### config.mk
export PLATFORM = sky130hd
export DESIGN_NAME = pll_drp_responder
export DESIGN_NICKNAME = d
export VERILOG_FILES = /design/src/rtl/pll_drp_responder.sv
export SDC_FILE = /design/constraint.sdc
export NUM_CORES = 1
export LEC_CHECK = 0
export CAP_MARGIN = 0
export CORE_UTILIZATION = 50
export CTS_CLUSTER_SIZE = 24
export DETAILED_ROUTE_END_ITERATION = 8
export GPL_ROUTABILITY_DRIVEN = 0
export MAX_ROUTING_LAYER = met4
export PLACE_DENSITY = 0.66
export SLEW_MARGIN = 20
export SYNTH_ARGS = -nofsm -noshare
export SYNTH_HDL_FRONTEND = slang
export SYNTH_SLANG_ARGS = --single-unit
### constraint.sdc
create_clock -name clk -period 2.6 [get_ports clk]
set_input_delay 0.52 -clock clk [delete_from_list [all_inputs] [get_ports clk]]
set_output_delay 0.52 -clock clk [all_outputs]
set_load 0.03 [all_outputs]
### src/rtl/pll_drp_responder.sv
// rtl/pll_drp_responder.sv - DRP responder emulating PLL config registers, handshake timing and lock
module pll_drp_responder #(
  parameter int ADDR_W      = 7,
  parameter int DATA_W      = 16,
  parameter int NUM_REGS    = 32,
  parameter int RDY_LATENCY = 3,
  parameter int LOCK_DELAY  = 64
) (
  input  logic              clk,
  input  logic              rst,
  input  logic              den,
  input  logic              dwe,
  input  logic [ADDR_W-1:0] daddr,
  input  logic [DATA_W-1:0] di,
  output logic [DATA_W-1:0] do_data,
  output logic              drdy,
  input  logic              pll_rst,
  output logic              locked,
  output logic              busy,
  output logic [2:0]        err
);

  localparam int IDX_W  = (NUM_REGS > 1) ? $clog2(NUM_REGS) : 1;
  localparam int LCNT_W = $clog2(LOCK_DELAY + 1);
  localparam int AW1    = ADDR_W + 1;
  localparam logic [AW1-1:0]    REG_LIMIT = AW1'(NUM_REGS);
  localparam logic [3:0]        RDY_LOAD  = 4'(RDY_LATENCY - 1);
  localparam logic [LCNT_W-1:0] LOCK_LOAD = LCNT_W'(LOCK_DELAY - 1);

  typedef enum logic [1:0] {LK_HOLD, LK_COUNT, LK_LOCKED} lock_state_t;

  logic [DATA_W-1:0] regs [NUM_REGS];

  // transaction latched at acceptance
  logic              lat_we;
  logic              lat_ok;
  logic [IDX_W-1:0]  lat_idx;
  logic [DATA_W-1:0] lat_di;
  logic [3:0]        rdy_cnt;

  // transaction being completed this edge
  logic              in_range;
  logic              accept;
  logic              finish_pend;
  logic              complete;
  logic              cur_we;
  logic              cur_ok;
  logic [IDX_W-1:0]  cur_idx;
  logic [DATA_W-1:0] cur_di;

  lock_state_t       lk_state, lk_state_d;
  logic [LCNT_W-1:0] lk_cnt, lk_cnt_d;

  // Decode acceptance and completion; with a latency of one the request completes on its own edge
  always_comb begin
    in_range    = ({1'b0, daddr} < REG_LIMIT);
    accept      = den && !busy;
    finish_pend = busy && (rdy_cnt == 4'd1);
    if (RDY_LATENCY == 1) begin
      complete = accept;
      cur_we   = dwe;
      cur_ok   = in_range;
      cur_idx  = daddr[IDX_W-1:0];
      cur_di   = di;
    end else begin
      complete = finish_pend;
      cur_we   = lat_we;
      cur_ok   = lat_ok;
      cur_idx  = lat_idx;
      cur_di   = lat_di;
    end
  end

  // DRP handshake, register file, read data and sticky error flags
  always_ff @(posedge clk) begin
    if (rst) begin
      for (int i = 0; i < NUM_REGS; i++) begin
        regs[i] <= DATA_W'(32'hA500 | i);
      end
      do_data <= '0;
      drdy    <= 1'b0;
      busy    <= 1'b0;
      err     <= 3'b000;
      rdy_cnt <= '0;
      lat_we  <= 1'b0;
      lat_ok  <= 1'b0;
      lat_idx <= '0;
      lat_di  <= '0;
    end else begin
      drdy <= complete;
      if (den && busy) begin
        err[0] <= 1'b1;
      end
      if (busy) begin
        rdy_cnt <= rdy_cnt - 4'd1;
      end
      if (finish_pend) begin
        busy <= 1'b0;
      end
      if (accept) begin
        lat_we  <= dwe;
        lat_ok  <= in_range;
        lat_idx <= daddr[IDX_W-1:0];
        lat_di  <= di;
        rdy_cnt <= RDY_LOAD;
        busy    <= (RDY_LATENCY > 1);
        if (dwe && !pll_rst) begin
          err[1] <= 1'b1;
        end
        if (!in_range) begin
          err[2] <= 1'b1;
        end
      end
      if (complete) begin
        if (cur_we) begin
          if (cur_ok) begin
            regs[cur_idx] <= cur_di;
          end
        end else begin
          do_data <= cur_ok ? regs[cur_idx] : '0;
        end
      end
    end
  end

  // Lock FSM state register
  always_ff @(posedge clk) begin
    if (rst) begin
      lk_state <= LK_HOLD;
      lk_cnt   <= '0;
    end else begin
      lk_state <= lk_state_d;
      lk_cnt   <= lk_cnt_d;
    end
  end

  // Lock FSM next state: count down while pll_rst stays low, any pll_rst pulse restarts from HOLD
  always_comb begin
    lk_state_d = lk_state;
    lk_cnt_d   = lk_cnt;
    case (lk_state)
      LK_HOLD: begin
        if (!pll_rst) begin
          lk_state_d = LK_COUNT;
          lk_cnt_d   = LOCK_LOAD;
        end
      end
      LK_COUNT: begin
        if (pll_rst) begin
          lk_state_d = LK_HOLD;
        end else if (lk_cnt == '0) begin
          lk_state_d = LK_LOCKED;
        end else begin
          lk_cnt_d = lk_cnt - 1'b1;
        end
      end
      LK_LOCKED: begin
        if (pll_rst) begin
          lk_state_d = LK_HOLD;
        end
      end
      default: lk_state_d = LK_HOLD;
    endcase
  end

  // Lock FSM output: decoded straight from the state register
  always_comb begin
    locked = (lk_state == LK_LOCKED);
  end

endmodule

==> results of run 1 <==
[through the flow]
step,std cells,setup slack [ns],hold slack (ns),util,cell area [um^2]
finish,2696,0.0862,0.182,0.575,29700
global route,2694,0.0131,0.156,0.575,29700
CTS,2693,0.115,0.151,0.575,29700
detailed placement,2581,0.118,0.447,0.538,27800
global placement,2581,0.161,0.437,0.538,27800
floorplan,1925,0.392,0.460,-,26300
[power groups by stage]
stage	combinational (mW)	clock, mW	sequential, mW
after global routing	1.41	8.72	10.4
after detailed placement	1.33	0	10.5
after CTS	1.34	8.37	10.4
after floorplan	0.821	0	10.5
after global placement	1.32	0	10.5
final	1.34	8.33	10.4
[cell usage in the layout, fill, tap and decap left out, drive strengths merged, types with 3 or more instances in the layout]
| cell | n |
|---|---|
| clkdlybuf4s50 | 48 |
| o22ai | 16 |
| or2 | 32 |
| edfxtp | 512 |
| a311oi | 18 |
| nor3 | 7 |
| bufinv | 3 |
| a21oi | 48 |
| nand3 | 7 |
| nand2b | 5 |
| ha | 4 |
| o22a | 16 |
| clkinv | 22 |
| mux4 | 64 |
| or3 | 211 |
| xor2 | 4 |
| nor2b | 5 |
| a22o | 16 |
| dfxtp | 62 |
| nand2 | 47 |
| nor4 | 17 |
| nand3b | 8 |
| inv | 8 |
| o311ai | 32 |
| and2 | 305 |
| o21ai | 20 |
| nor2 | 99 |
| diode | 3 |
| o31ai | 16 |
| buf | 119 |
| mux2i | 144 |
| clkbuf | 85 |
[registers in the layout, summed over array words and instances, names as in the netlist, 2 cells and up, named ones only]
name	flops
lk_state	2
rdy_cnt	4
err	3
do_data	16
regs	512
lk_cnt	7
cur_di	16
cur_idx	5
[final timing paths]
kind / startpoint / end / slack [ns]
worst max-delay path: rdy_cnt[1] / do_data[15] / 0.09
worst min-delay path: rst / drdy / 0.18
worst max register to register: rdy_cnt[1] / do_data[15] / 0.09
worst min register to register: cur_di[10] / cur_di[10] / 0.46
[layout make-up]
type	instances	area, um^2
Antenna cell	3	7.51
Inverter	6	22.5
Tap cell	680	851
Fill cell	3993	21900
Sequential cell	574	16600
Clock inverter	27	206
Timing Repair Buffer	167	1540
Clock buffer	85	1680
Multi-Input combinational cell	1154	8750
[routing by layer]
| layer | global-route usage | share of wire |
|---|---|---|
| met2 | 0.408 | 0.47 |
| met1 | 0.358 | 0.41 |
| met4 | 0.0927 | 0.035 |
| met3 | 0.0518 | 0.086 |
| met5 | - | 0 |
[kinds of logic (layout without fill, tap and decap cells)]
| kind of cell | Yosys count | after routing | share of synthesized area |
|---|---|---|---|
| AO/OA/AOI/OAI | 185 | 185 | 0.0497 |
| adder cells (fa/ha/maj) | 4 | 4 | 0.00191 |
| buffers and inverters | 197 | 285 | 0.0347 |
| flip-flops | 574 | 574 | 0.632 |
| multiplexers | 208 | 208 | 0.110 |
| XOR/XNOR | 5 | 5 | 0.00167 |
| AND/OR/NAND/NOR | 752 | 752 | 0.170 |
| other | 0 | 3 | 0 |
[timing repair]
action,in CTS,in global routing
setup endpoints to repair,0,1
resized for setup,0,1
setup buffers,0,0
[worst max-delay path: stages, from the launching register on]
cell,delay [ns]
dfxtp_1,0.33
inv_1,0.08
ha_1,0.21
nand4bb_4,0.16
buf_4,0.23
o21ai_0,0.48
o311ai_0,0.27
nor4_1,0.52
a311oi_1,0.08
==> summary.md, run 1 <==
| Metric | Value |
|---|---|
| Share of final-layout standard cells stronger than drive strength 1 | 0.157 |
| Max-slew violation total from the final report | 0 |
| Most numerous cell types in the synthesized netlist | 512 x edfxtp_1, 305 x and2_1, 211 x or3_1 |
| Number of global-route vias before repair | 15800 |
| Detailed placer's ending HPWL | 42.9 mm |
| Overall Power | 20.0 mW |
| Max Fanout on Critical Path | 16 |
| Maximum operating frequency | 0.398 GHz |
| Comb power frac | 0.067 |
| Boundary Pins | 50 |
| CP startpoint kind | flop |
| Result of the run | completed |
| Initial antenna violation count | 4 |
| Vias/cell | 5.99 |
| Largest area contributor in the synthesized netlist | edfxtp_1 |
| Net switching power figure | 4.59 mW |
| Part of the total power dissipated in sequential elements | 0.517 |
| Total power density per cell area | 675 nW/um^2 |
| Total CTS buffers | 60 |
| Distinct cells, synth | 50 |
| Worst Path Arrival | 2.99 ns |
| Yosys warns | 0 |
| Switching Fraction | 0.229 |
| Most frequent cell after synthesis | edfxtp_1 |
| Leading cell types by total area after synthesis | edfxtp_1 59%, and2_1 7.3%, mux2i_1 5.5% |
| Nets in the synthesized netlist | 1957 |
| Count of vias placed by the detailed router | 16200 |
| ANT nets after route | 0 |
| Internal cell power | 15.4 mW |
| EDFF count, synth | 512 |
| Post-Synthesis Cells | 1925 |
| Clock latency of the later-clocked register in the worst-skew pair | 0.63 ns |
| CTS tree | done |
| Required arrival time at the worst endpoint | 3.07 ns |
| R2r worst-path depth | 8 |
| Number of failing hold endpoints at the final stage | 0 |
| Clock transition at the register clock pins on the worst setup and hold paths after CTS | 0.06 ns |
| Maximum number of pins on one net before global-route repair | 89 |
| Max-cap check violation count | 0 |
| Most common flop cell mapped by yosys | edfxtp_1 |
| Ratio of final minimum period to clock period | 0.967 |
| Row count | 83 |
| Clock period minus final worst setup slack | 2.51 ns |
| DRC violations left | 0 |
| Unrepaired setup endpoints after global routing | no |
| Hold-critical path depth | 2 |
| Crit Path Class | reg2reg |
| IR drop worst, VDD | 459 uV |
| Total routed wirelength | 69.1 mm |
| Type of destination of the critical path | flop |
| Number of port buffers | 49 |
| Class of the worst hold path | in2reg |
| Total die area | 53500 um^2 |
| Number of H-tree branching levels | 2 |
| Total track usage | 0.267 |
| Nets@finish | 1995 |
| Register bit count reported by yosys | 574 |
| Top cell type's share of synthesized area | 0.585 |
| First drt pass iteration count | 5 |
| Proportion of synthesized chip area in sequential cells | 0.632 |
| Final setup violation count | 0 |
| Buffer type at the clock tree root | clkbuf_16 |
| Setup Skew | 0.0252 ns |
| Setup_tns | 0 ns |
| Headroom to the max-slew limit | 0.396 |
| Number of buffers on the longest clock path | 3 |
| Static leakage | 9.39 nW |
| Floorplan core area | 51600 um^2 |
| CTS Hold Bufs | 0 |
| Slew at the pin with the worst max-slew slack | 0.906 ns |
| Violation count after the first detailed-routing iteration | 1679 |
| Gr ovfl total | 0 |
| Portion of total power attributed to the clock network | 0.416 |
| Wire length of the first global-routing pass | 101 mm |
| Async set or reset register ratio after synthesis | 0 |
| Wire length per cell after detailed routing | 25.6 um |
| Total number of clock tree sinks | 574 |
| Vertical extent of the die | 231 um |
| Relative area change from synthesis to final layout | 13.0% |
| Die W | 231 um |
| Syn_area_per_cell | 13.6 um^2 |
| Cell area after technology mapping | 26300 um^2 |
| Starting Density | 0.509 |
No activity file was read; power rests on OpenSTA's default activity.
==> run 2: changes to the inputs <==
Settings changed: SETUP_SLACK_MARGIN set to 0.02.
==> run 2 against run 1 <==
  * Critical path depth is the same
  * Final area unchanged
  * Highest routed layer unchanged
  * Global-route usage unchanged
  * Largest power group unchanged
==> summary.md, run 2 (same netlist as run 1, synthesis figures left out) <==
| Metric | Value |
|---|---|
| Floorplan core area | 51600 um^2 (unchanged) |
| Result of the run | completed |
| Clock period minus final worst setup slack | 2.47 ns (-0.0432 ns) |
| CP startpoint kind | flop |
| Vertical extent of the die | 231 um (unchanged) |
| Wire length of the first global-routing pass | 101 mm (unchanged) |
| Post-layout instance count excluding filler cells | 2696 (unchanged) |
| Buf/Inv on CP | 2 (unchanged) |
| Post-Route Utilization | 0.575 (unchanged) |
| Standard cell with the maximum stage delay on the critical path | o21ai_0 |
| Resize count post-CTS | 0 (unchanged) |
| Number of buffers on the longest clock path | 3 (unchanged) |
| Most common cell after layout, fill and taps aside | edfxtp_1 |
| Count of vias placed by the detailed router | 16100 (-0.099%) |
| Buffer type at the clock tree root | clkbuf_16 |
| Max-slew violation total from the final report | 0 (unchanged) |
| Total routed wirelength | 69.1 mm (about the same) |
| Internal cell power | 15.4 mW (about the same) |
| Slew at the pin with the worst max-slew slack | 0.907 ns (+0.000301 ns) |
| Commonest non-fill, non-tap cells in the layout | 512 x edfxtp_1, 305 x and2_1, 211 x or3_1 |
| Initial antenna violation count | 4 (unchanged) |
| Total track usage | 0.267 (unchanged) |
| Ratio of final minimum period to clock period | 0.950 (-0.0166) |
| Max-cap check violation count | 0 (unchanged) |
| Wire length per cell after detailed routing | 25.6 um (about the same) |
| Total number of clock tree sinks | 574 (unchanged) |
| Clock latency of the later-clocked register in the worst-skew pair | 0.63 ns (about the same) |
| Largest delay contributor family on the critical path | compound AO/OA/AOI/OAI gates |
| Clock transition at the register clock pins on the worst setup and hold paths after CTS | 0.06 ns (about the same) |
| Die W | 231 um (unchanged) |
| Number of port buffers | 49 (unchanged) |
| Net switching power figure | 4.59 mW (about the same) |
| Overall Power | 20.0 mW (about the same) |
| Part of the total power dissipated in sequential elements | 0.517 (about the same) |
| Switching Fraction | 0.229 (about the same) |
| Violation count after the first detailed-routing iteration | 1679 (unchanged) |
| Share of final-layout standard cells stronger than drive strength 1 | 0.157 (unchanged) |
| Class of the worst hold path | in2reg |
| Detailed placer's ending HPWL | 42.9 mm (unchanged) |
| Setup_tns | 0 ns (unchanged) |
| Most flops, register | regs |
| Delay contributed by the slowest stage of the critical path | 0.45 ns (-0.07 ns) |
| Headroom to the max-slew limit | 0.395 (about the same) |
| Crit Path Class | reg2reg |
| Startpoint of the most critical register-to-register path | rdy_cnt[1] |
| Launching element of the worst setup path | rdy_cnt[1] |
| Row count | 83 (unchanged) |
| Number of H-tree branching levels | 2 (unchanged) |
| Gr ovfl total | 0 (unchanged) |
| Static leakage | 9.39 nW (about the same) |
| ANT nets after route | 0 (unchanged) |
| Maximum number of pins on one net before global-route repair | 89 (unchanged) |
| Boundary Pins | 50 (unchanged) |
| Total power density per cell area | 675 nW/um^2 (about the same) |
| Worst hold path startpoint | rst |
| Relative area change from synthesis to final layout | 13.0% (unchanged) |
| Comb power frac | 0.067 (about the same) |
| Max Fanout on Critical Path | 16 (unchanged) |
| IR drop worst, VDD | 458 uV (about the same) |
| DRC violations left | 0 (unchanged) |
| Hold WS | 0.182 ns (-0.000443 ns) |
| Number of failing hold endpoints at the final stage | 0 (unchanged) |
| Number of global-route vias before repair | 15800 (unchanged) |
| Dpl cells | 2581 (unchanged) |
| First drt pass iteration count | 6 (+1) |
| Total CTS buffers | 60 (unchanged) |
| Critical Path, Cell by Cell | inv_1 -> ha_1 -> nand4bb_4 -> buf_4 -> o21ai_0 -> o311ai_0 -> nor4_1 -> a311oi_1 |
| Unrepaired setup endpoints after global routing | no |
| Postcts setup bufs | 0 (unchanged) |
| Vias/cell | 5.99 (about the same) |
| Portion of total power attributed to the clock network | 0.416 (about the same) |
| Total die area | 53500 um^2 (unchanged) |
| CTS Hold Bufs | 0 (unchanged) |
| Maximum operating frequency | 0.405 GHz (+1.8%) |
| Nets@finish | 1995 (unchanged) |
| Starting Density | 0.509 (unchanged) |
| Worst Path Arrival | 2.94 ns (-0.05 ns) |
| Type of destination of the critical path | flop |
| Required arrival time at the worst endpoint | 3.07 ns (about the same) |
| Final setup violation count | 0 (unchanged) |
| Max reg flops | 512 (unchanged) |
| Setup Skew | 0.0249 ns (-0.000271 ns) |
| CTS tree | done |
-- run 2: final cells by class --
| cell class | count | area, um^2 |
|---|---|---|
| Antenna cell | 3 | 7.51 |
| Clock buffer | 85 | 1680 |
| Clock inverter | 27 | 206 |
| Fill cell | 3993 | 21900 |
| Inverter | 6 | 22.5 |
| Multi-Input combinational cell | 1154 | 8750 |
| Sequential cell | 574 | 16600 |
| Tap cell | 680 | 851 |
| Timing Repair Buffer | 167 | 1540 |
-- run 2: path summary, 6_finish.rpt --
kind	to	slack [ns]	cells after the start
worst min-delay path	drdy	0.18	2
worst min register to register	cur_di[10]	0.45	2
worst max-delay path	do_data[5]	0.13	8
worst max register to register	do_data[5]	0.13	8
-- run 2: metal layers --
metal  track usage  up-vias  wire [um]
met2         0.408      707      32200
met1         0.358     8059      28400
li1              -     7251          -
met5             -        -          0
met4        0.0927        0       2390
met3        0.0518      129       6080
-- run 2: stage by stage --
stage	worst slack (ns)	instance area [um^2]
2_1_floorplan	0.392	26300
3_3_place_gp	0.161	27800
3_5_place_dp	0.118	27800
4_1_cts	0.115	29700
5_1_grt	0.0470	29700
6_report	0.129	29700
-- run 2: power by group through the flow --
stage	registers [mW]	clock network, mW	logic, mW
after floorplan	10.5	0	0.821
after global placement	10.5	0	1.32
after detailed placement	10.5	0	1.33
after CTS	10.4	8.37	1.34
after global routing	10.4	8.72	1.41
final	10.4	8.33	1.34
==> run 3: changes to the inputs <==
Clock period 2.6 ns to 2.9 ns, I/O delays scaled along.
==> run 3 against run 2 <==
  * Critical path depth fell by 6
  * Utilization fell by 0.19 points
  * Non-clock buffer count shrank 2
  * Critical path type is now reg2out
  * Largest cell class unchanged
  * Cell count down 0.33%
  * Sequential share of layout area grew 0.20 points
  * Die area stayed put
  * Register-to-register slack better by 0.27 ns
  * Sequential cell count unchanged
  * Total power down 11%
  * Clock-buffer cell count is 5 lower
  * Clock skew down 0.013 ns
  * Largest power group unchanged
==> summary.md, run 3 (same netlist as run 1, synthesis figures left out) <==
| Metric | Value |
|---|---|
| Number of inserted diodes | 0 (-3) |
| Die W | 231 um (unchanged) |
| Buffer type at the clock tree root | clkbuf_16 |
| R2r worst-path depth | 6 (-2) |
| FF-to-FF End | do_data[8] |
| Clock transition at the register clock pins on the worst setup and hold paths after CTS | 0.06 ns (about the same) |
| Vertical extent of the die | 231 um (unchanged) |
| Result of the run | completed |
| CTS Hold Bufs | 0 (unchanged) |
| Number of failing hold endpoints at the final stage | 0 (unchanged) |
| Gr ovfl total | 0 (unchanged) |
| Floorplan core area | 51600 um^2 (unchanged) |
| Wire length of the first global-routing pass | 103 mm (+2.1%) |
| Register-to-register path setup slack | 0.40 ns (+0.27 ns) |
| Detailed placer's ending HPWL | 44.8 mm (+4.4%) |
| Max-cap check violation count | 0 (unchanged) |
| DRC violations left | 0 (unchanged) |
| Unrepaired setup endpoints after global routing | no |
| Headroom to the max-slew limit | 0.356 (-0.0393) |
| Slew at the pin with the worst max-slew slack | 0.962 ns (+0.0555 ns) |
| Vias/cell | 6.04 (+0.86%) |
| Class of the worst hold path | in2reg |
| Total routed wirelength | 69.4 mm (+0.53%) |
| Total track usage | 0.271 (+0.00407) |
| Total power density per cell area | 600 nW/um^2 (-11%) |
| Required arrival time at the worst endpoint | 2.32 ns (-0.75 ns) |
| Total die area | 53500 um^2 (unchanged) |
| Post-layout instance count excluding filler cells | 2687 (-0.33%) |
| Count of vias placed by the detailed router | 16200 (+0.53%) |
| Ratio of final minimum period to clock period | 0.863 |
| Most common cell after layout, fill and taps aside | edfxtp_1 |
| Layout fillers | 4067 (+1.9%) |
| Wire length per cell after detailed routing | 25.8 um (+0.87%) |
| Worst hold path startpoint | rst |
| Number of H-tree branching levels | 2 (unchanged) |
| Worst Path Arrival | 1.92 ns (-1.02 ns) |
| Resize count post-CTS | 0 (unchanged) |
| Initial antenna violation count | 2 (-2) |
| Most flops, register | regs |
| Clock period minus final worst setup slack | 2.50 ns |
| Postcts setup bufs | 0 (unchanged) |
| Hold-critical path depth | 2 (unchanged) |
| Share of final-layout standard cells stronger than drive strength 1 | 0.159 (+0.00197) |
| Hold WS | 0.221 ns (+0.0385 ns) |
| Number of port buffers | 49 (unchanged) |
| Max Fanout on Critical Path | 15 (-1) |
| Crit Path Class | reg2out |
| Setup Skew | 0.0123 ns (-0.0125 ns) |
| Boundary Pins | 50 (unchanged) |
| Maximum operating frequency | 0.400 GHz |
| Total CTS buffers | 58 (-3.3%) |
| Worst slack at placement | 0.392 ns (+0.275 ns) |
| CP startpoint kind | flop |
| Violation count after the first detailed-routing iteration | 1825 (+8.7%) |
| IR drop worst, VDD | 414 uV (-9.7%) |
| Number of buffers on the longest clock path | 3 (unchanged) |
| Post-Route Utilization | 0.573 (-0.00194) |
| Maximum number of pins on one net before global-route repair | 89 (unchanged) |
| Worst setup margin | 0.397 ns (+0.268 ns) |
| Clock latency of the later-clocked register in the worst-skew pair | 0.61 ns (-0.02 ns) |
| Starting Density | 0.509 (unchanged) |
| Setup_tns | 0 ns (unchanged) |
| Dpl cells | 2579 (-0.077%) |
| Max-slew violation total from the final report | 0 (unchanged) |
| Static leakage | 9.33 nW (-0.60%) |
| Nets@finish | 1991 (-0.20%) |
| Commonest non-fill, non-tap cells in the layout | 512 x edfxtp_1, 305 x and2_1, 211 x or3_1 |
| Type of destination of the critical path | output pin |
| Hold Path End | drdy |
| CTS tree | done |
| Max reg flops | 512 (unchanged) |
| First drt pass iteration count | 7 (+1) |
| Number of global-route vias before repair | 15900 (+0.40%) |
| ANT nets after route | 0 (unchanged) |
| Total number of clock tree sinks | 574 (unchanged) |
| Relative area change from synthesis to final layout | 12.6% |
| Final setup violation count | 0 (unchanged) |
| Row count | 83 (unchanged) |
==> run 3: cell types whose count changed in the layout (fill, tap and decap cells not counted), sizes merged <==
cell / before / now
buf: 119 / 117
clkinv: 22 / 23
bufinv: 3 / 2
clkinvlp: 0 / 2
clkbuf: 85 / 80
inv: 8 / 7
diode: 3 / 0
==> run 3: how the worst max path moves through the flow <==
| stage | endpoint | start |
|---|---|---|
| after floorplan | regs[28][0] | busy |
| after global routing | do_data[8] | flop |
| final | busy | busy |
| after global placement | do_data[6] | flop |
| after detailed placement | do_data[8] | flop |
| after CTS | locked | lk_state[1] |
==> run 3: per-layer routing <==
| metal | share of wire | global-route usage | vias to the layer above | wire length [um] |
|---|---|---|---|---|
| li1 | - | - | 7232 | - |
| met1 | 0.43 | 0.373 | 8213 | 29600 |
| met2 | 0.47 | 0.411 | 667 | 32300 |
| met3 | 0.080 | 0.0523 | 119 | 5590 |
| met4 | 0.027 | 0.0786 | 0 | 1900 |
| met5 | 0 | - | - | 0 |
==> run 3: cell type report <==
type,count,area [um^2],share of cell area
tap,680,851,0.0288
clock inverter,28,185,0.00626
multi-input combinational,1154,8750,0.296
inverter,6,22.5,0.000761
timing repair buffer,165,1500,0.0506
sequential,574,16600,0.562
clock buffer,80,1650,0.0556
==> run 3: report_power, final <==
part / total (mW) / internal [mW] / switching (mW)
Combinational: 1.18 / 0.406 / 0.770
Sequential: 9.32 / 9.16 / 0.156
Clock: 7.25 / 4.12 / 3.13
==> run 3: per-stage QoR <==
| stage | area [um^2] | total power, mW |
|---|---|---|
| finish | 29600 | 17.7 |
| global route | 29600 | 18.2 |
| CTS | 29600 | 17.8 |
| detailed placement | 27700 | 10.7 |
| global placement | 27700 | 10.6 |
| floorplan | 26300 | 10.1 |
==> run 3: worst max-delay path, stage by stage (launching register included) <==
cell and delay (ns):
dfxtp_1 0.38, buf_4 0.22, clkdlybuf4s50_1 0.70
